<file path="src/rtl/wb_commit.sv">
// wb_commit: orders two lane results by tag, commits to RF ports, issues redirect and flush.
// Optional WB_PERF_CNT_EN adds commit_cnt/squash_cnt performance counters.
module wb_commit #(
  parameter int DATA_W       = 32,
  parameter int PC_W         = 32,
  parameter int REG_AW       = 5,
  parameter int FLUSH_CYCLES = 2
) (
  input  logic              clk,
  input  logic              rst,
  input  logic              stop,
  input  logic              a_valid,
  input  logic              a_num,
  input  logic              a_rfwe,
  input  logic [REG_AW-1:0] a_rfwaddr,
  input  logic [DATA_W-1:0] a_rfwdata,
  input  logic              a_branch_flag,
  input  logic [PC_W-1:0]   a_branch_address,
  input  logic              b_valid,
  input  logic              b_num,
  input  logic              b_rfwe,
  input  logic [REG_AW-1:0] b_rfwaddr,
  input  logic [DATA_W-1:0] b_rfwdata,
  input  logic              b_branch_flag,
  input  logic [PC_W-1:0]   b_branch_address,
  output logic              rf_we0,
  output logic [REG_AW-1:0] rf_waddr0,
  output logic [DATA_W-1:0] rf_wdata0,
  output logic              rf_we1,
  output logic [REG_AW-1:0] rf_waddr1,
  output logic [DATA_W-1:0] rf_wdata1,
  output logic              redirect_valid,
  output logic [PC_W-1:0]   redirect_pc,
  output logic              flush,
  output logic              order_err
`ifdef WB_PERF_CNT_EN
  ,
  output logic [31:0]       commit_cnt,
  output logic [31:0]       squash_cnt
`endif
);
  typedef enum logic {IDLE, FLUSH} state_t;
  state_t r_state, w_next;
  logic [3:0] r_cnt;
  logic r_a_valid, r_a_num, r_a_rfwe, r_a_br;
  logic r_b_valid, r_b_num, r_b_rfwe, r_b_br;
  logic [REG_AW-1:0] r_a_waddr, r_b_waddr;
  logic [DATA_W-1:0] r_a_wdata, r_b_wdata;
  logic [PC_W-1:0] r_a_baddr, r_b_baddr;
  logic r_redirect;
  always_ff @(posedge clk) begin
    if (rst) begin
      {r_a_valid, r_a_num, r_a_rfwe, r_a_br, r_b_valid, r_b_num, r_b_rfwe, r_b_br} <= '0;
      {r_a_waddr, r_b_waddr, r_a_wdata, r_b_wdata, r_a_baddr, r_b_baddr} <= '0;
    end else if (!stop) begin
      {r_a_valid, r_a_num, r_a_rfwe, r_a_br} <= {a_valid, a_num, a_rfwe, a_branch_flag};
      {r_b_valid, r_b_num, r_b_rfwe, r_b_br} <= {b_valid, b_num, b_rfwe, b_branch_flag};
      {r_a_waddr, r_a_wdata, r_a_baddr} <= {a_rfwaddr, a_rfwdata, a_branch_address};
      {r_b_waddr, r_b_wdata, r_b_baddr} <= {b_rfwaddr, b_rfwdata, b_branch_address};
    end
  end
  // Wrong-path results are discarded by masking their valids while flushing.
  logic w_va, w_vb, w_a_old, w_ov, w_yv, w_o_rfwe, w_y_rfwe, w_o_br, w_y_br, w_redir, w_we0, w_we1;
  logic [REG_AW-1:0] w_o_waddr, w_y_waddr;
  logic [DATA_W-1:0] w_o_wdata, w_y_wdata;
  logic [PC_W-1:0] w_o_baddr, w_y_baddr;
  assign w_va    = r_a_valid & ~flush;
  assign w_vb    = r_b_valid & ~flush;
  assign w_a_old = w_va & (~w_vb | ~r_a_num | r_b_num);
  assign w_ov    = w_va | w_vb;
  assign w_yv    = w_va & w_vb;
  assign w_o_rfwe  = w_a_old ? r_a_rfwe  : r_b_rfwe;
  assign w_y_rfwe  = w_a_old ? r_b_rfwe  : r_a_rfwe;
  assign w_o_waddr = w_a_old ? r_a_waddr : r_b_waddr;
  assign w_y_waddr = w_a_old ? r_b_waddr : r_a_waddr;
  assign w_o_wdata = w_a_old ? r_a_wdata : r_b_wdata;
  assign w_y_wdata = w_a_old ? r_b_wdata : r_a_wdata;
  assign w_o_baddr = w_a_old ? r_a_baddr : r_b_baddr;
  assign w_y_baddr = w_a_old ? r_b_baddr : r_a_baddr;
  assign w_o_br  = w_ov & (w_a_old ? r_a_br : r_b_br);
  assign w_y_br  = w_yv & (w_a_old ? r_b_br : r_a_br);
  assign w_redir = w_o_br | w_y_br;
  assign w_we1   = w_yv & w_y_rfwe & (w_y_waddr != '0) & ~w_o_br;
  assign w_we0   = w_ov & w_o_rfwe & (w_o_waddr != '0) & ~(w_we1 & (w_o_waddr == w_y_waddr));
  always_ff @(posedge clk) begin
    if (rst) begin
      r_state <= IDLE;
      r_cnt   <= '0;
    end else if (!stop) begin
      r_state <= w_next;
      r_cnt   <= (r_state == IDLE) ? (w_redir ? 4'(FLUSH_CYCLES) : '0) : r_cnt - 4'd1;
    end
  end
  always_comb w_next = (r_state == IDLE) ? (w_redir ? FLUSH : IDLE) : ((r_cnt == 4'd1) ? IDLE : FLUSH);
  always_comb flush = (r_state == FLUSH);
  always_ff @(posedge clk) begin
    if (rst) begin
      {rf_we0, rf_waddr0, rf_wdata0, rf_we1, rf_waddr1, rf_wdata1} <= '0;
      {r_redirect, redirect_pc, order_err} <= '0;
    end else if (!stop) begin
      rf_we0      <= w_we0;
      rf_waddr0   <= w_we0 ? w_o_waddr : '0;
      rf_wdata0   <= w_we0 ? w_o_wdata : '0;
      rf_we1      <= w_we1;
      rf_waddr1   <= w_we1 ? w_y_waddr : '0;
      rf_wdata1   <= w_we1 ? w_y_wdata : '0;
      r_redirect  <= w_redir;
      redirect_pc <= w_o_br ? w_o_baddr : (w_y_br ? w_y_baddr : '0);
      order_err   <= order_err | (w_yv & (r_a_num == r_b_num));
    end
  end
  // A pending pulse is hidden during stop and shown again once the pipeline moves.
  assign redirect_valid = r_redirect & ~stop;
`ifdef WB_PERF_CNT_EN
  always_ff @(posedge clk) begin
    if (rst) begin
      commit_cnt <= '0;
      squash_cnt <= '0;
    end else if (!stop) begin
      commit_cnt <= commit_cnt + 32'(w_we0) + 32'(w_we1);
      squash_cnt <= squash_cnt + (flush ? 32'(r_a_valid) + 32'(r_b_valid) : 32'(w_o_br & w_yv));
    end
  end
`endif
endmodule

</file>
<file path="config.mk">
export PLATFORM = sky130hd
export DESIGN_NAME = wb_commit
export DESIGN_NICKNAME = d
export VERILOG_FILES = /design/src/rtl/wb_commit.sv
export SDC_FILE = /design/constraint.sdc
export NUM_CORES = 1
export LEC_CHECK = 0
export CORE_MARGIN = 2
export CORE_UTILIZATION = 40
export CTS_BUF_LIST = sky130_fd_sc_hd__clkbuf_2
export CTS_CLUSTER_SIZE = 30
export DETAILED_ROUTE_END_ITERATION = 7
export HOLD_SLACK_MARGIN = 0.12
export PLACE_DENSITY = 0.68
export SYNTH_ARGS = -nofsm -noshare
export SYNTH_HDL_FRONTEND = slang
export SYNTH_SLANG_ARGS = --single-unit
</file>
<file path="constraint.sdc">
create_clock -name clk -period 1.8 [get_ports clk]
set_input_delay 0.36 -clock clk [delete_from_list [all_inputs] [get_ports clk]]
set_output_delay 0.36 -clock clk [all_outputs]
set_load 0.05 [all_outputs]
</file>
==> flow_metrics.py <==
metrics = {
    "outcome": {
        "outcome": "finished, violations left",
        "violations": "setup timing",
    },
    "timing": {
        "fin_ws_ps": -172,
        "drv_slew": 0,
        "grt_setup_unrepaired": "yes",
        "final_hold_viol_count": 0,
        "tns_ps": -8250,
        "setup_viol": 94,
        "clock.fmax_mhz": 507,
        "relSlewSlack_pct": 27.0,
        "worst-slew-pin-transition_ps": 1090,
        "fin_worst_skew_ps": 116,
        "timing.final.crit_share_pct": 110,
        "finalCriticalPeriod_ps": 1970,
        "whs_ps": 176,
    },
    "drt": {
        "routed_via_density": 5.35,
        "drtIter0Drc": 591,
        "wl_per_cell_um": 19.2,
        "ant_nets": 0,
        "drt_first_pass_iters": 4,
        "wl_um": 38800,
        "vias": 10800,
        "route.detailed.drc": 0,
    },
    "clocking": {
        "cts_tree": "done",
        "worstSkewPairLatency_ps": 900,
        "h-tree-depth": 3,
        "cts.path.max_buffers": 3,
        "numClockSinks": 261,
        "numCtsBuffers": 72,
        "cts_root_buf": "clkbuf_2",
        "cts.reportedPaths.clkPinSlew_ps": 90,
    },
    "synthesis": {
        "seq_area_frac_synth_pct": 44.8,
        "yosys_most_used_dff": "dfxtp_1",
        "ys_ff_latch": 261,
        "synth_commonest_cells": "dfxtp_1 (261), mux2i_1 (184), nor2_1 (159)",
        "ys_types": 52,
        "synth-edff-count": 0,
        "async_reset_ff_share_pct": 0,
        "syn_nets": 1275,
        "syn_inst": 1124,
        "synth.cell_area_sq_um": 11700,
        "synth_warnings": 0,
        "yosysTopAreaCell": "dfxtp_1",
        "yosys.area.top_type_share_pct": 44.8,
        "synth.most_common_cell": "dfxtp_1",
        "synth.avg_cell_area_sq_um": 10.4,
        "yosys-top-cells-area": "dfxtp_1 (45%), mux2i_1 (16%), nor2_1 (5.1%)",
    },
    "placement": {
        "place_ws_ps": -250,
        "dp_hpwl_um": 21500,
        "place.gp.congestion": 0.820,
        "io_buffers": 259,
    },
    "job": {
        "maxCapViolCount": 0,
    },
    "global_route": {
        "grt_pass1_wl_um": 59900,
        "grt_max_degree": 134,
        "grt_pass1_vias": 11300,
        "overflow": 0,
        "antenna_found_initial": 3,
        "gr-usage-all-layers_pct": 24.4,
    },
    "floorplan": {
        "core_sq_um": 28700,
        "num_rows": 62,
        "die_h_um": 175,
        "die_w_um": 175,
        "ioPinCount": 260,
        "start_util_pct": 40.6,
        "die_area_sq_um": 30500,
    },
    "power": {
        "irDropWorstVdd_uv": 450,
        "leakage_nw": 7.98,
        "power_density_nw_per_um2": 690,
        "power_mw": 12.9,
    },
    "critical_path": {
        "cp.arrival_ps": 2720,
        "critical_path_required_ps": 2540,
        "startpoint_type": "flip-flop",
        "path_class": "flip-flop to flip-flop",
        "cp_cell_sequence": "or4_4, nor4_4, a31oi_4, buf_6, a21oi_4, buf_12, clkbuf_16, a22o_1",
        "critPathCaptureType": "flip-flop",
        "cp_max_fo": 10,
        "slowest_stage": "or4_4",
        "cpPeakStageDelay_ps": 560,
    },
    "finish": {
        "final_layout_size_suffix_gt1_share_pct": 32.2,
        "utilization_pct": 65.4,
        "area.growth.synth_to_final_pct": 61.0,
        "fin_nets": 1737,
        "fillers": 2152,
    },
    "min_path": {
        "hold_path_class": "input pin to flip-flop",
    },
}
-- through the flow --
step           instance area [sq um]  cells
3_5_place_dp                   14900   1715
3_3_place_gp                   14900   1715
6_report                       18800   2015
5_1_grt                        18800   2015
4_1_cts                        18300   2002
2_1_floorplan                  12000   1124
-- layout make-up --
| class | instances | area, sq um | area share (%) |
|---|---|---|---|
| clock buffer | 98 | 490 | 2.61 |
| multi-input combinational | 754 | 6750 | 35.9 |
| inverter | 3 | 11.3 | 0.0600 |
| timing repair buffer | 494 | 5580 | 29.7 |
| sequential | 261 | 5340 | 28.4 |
| antenna | 3 | 7.51 | 0.0400 |
| tap | 384 | 480 | 2.56 |
| clock inverter | 18 | 123 | 0.653 |
-- power by group --
part / total [mW] / switching, mW / internal, mW
clock network: 4.23 / 2.60 / 1.63
logic: 2.51 / 1.16 / 1.35
registers: 6.21 / 0.201 / 6.01
total: 12.9 / 3.96 / 8.99
-- cell families (layout without fill, tap and decap cells) --
family                     Yosys count  count (layout)  synth area share (%)
DFF                                261             261                  44.8
buffers and inverters              109             613                  4.71
muxes                              217             217                  20.0
adders and majority gates            2               2                 0.215
other                                0               3                     0
and+or+nand+nor                    371             371                  15.1
AOI/OAI and AO/OA                  159             159                  14.8
xor gates and xnor gates             5               5                 0.375
-- flip-flops by register name, indices dropped and copies added, names as in the netlist, 32 cells and up --
signal,flops
r_a_baddr,32
r_a_wdata,32
r_b_baddr,32
r_b_wdata,32
redirect_pc,32
rf_wdata0,32
rf_wdata1,32
-- layout by cell type (no fill, tap or decap), drive strengths merged, types with 7 or more instances in the layout --
| master | Yosys | layout |
|---|---|---|
| o32ai | 37 | 37 |
| a22o | 38 | 38 |
| mux2 | 33 | 33 |
| dfxtp | 261 | 261 |
| a2111oi | 32 | 32 |
| nand2 | 57 | 57 |
| nor2 | 159 | 159 |
| a21oi | 7 | 7 |
| dlygate4sd3 | 0 | 150 |
| a32o | 32 | 32 |
| mux2i | 184 | 184 |
| clkbuf | 57 | 100 |
| nor2b | 39 | 39 |
| nor3 | 36 | 36 |
| clkinv | 0 | 13 |
| buf | 49 | 194 |
| and3 | 64 | 64 |
| clkdlybuf4s50 | 0 | 146 |
-- worst max-delay path: cells and delay by family, from the launching register on --
kind,cells,cell delay [ps]
flip-flops,1,320
AO/OA/AOI/OAI,3,330
AND/OR/NAND/NOR,2,780
buffers and inverters,3,460
-- final timing paths --
check                      end  depth (start not counted)    startpoint  slack [ps]
setup reg to reg  rf_waddr0[4]                          8  r_b_waddr[0]        -170
hold reg to reg     r_redirect                          2    r_redirect         460
setup / recovery  rf_waddr0[4]                          8  r_b_waddr[0]        -170
hold / removal    rf_waddr1[2]                          4          stop         180
-- routing by layer --
metal,track usage [%],up-vias,wire (um)
met1,29.9,5271,16200
met4,9.86,0,1240
li1,-,5034,-
met3,6.51,92,2850
met5,0,-,0
met2,40.6,379,18400
-- repair_timing --
| action | CTS | global route |
|---|---|---|
| setup endpoints to repair | 175 | 193 |
| hold endpoints to repair | 193 | 3 |
| resized for setup | 236 | 86 |
| buffers inserted | 18 | 5 |
| hold buffers | 147 | 3 |
| pin swaps | 59 | 11 |
| cloned | 6 | 2 |
Power figures use the tool's default switching activity.
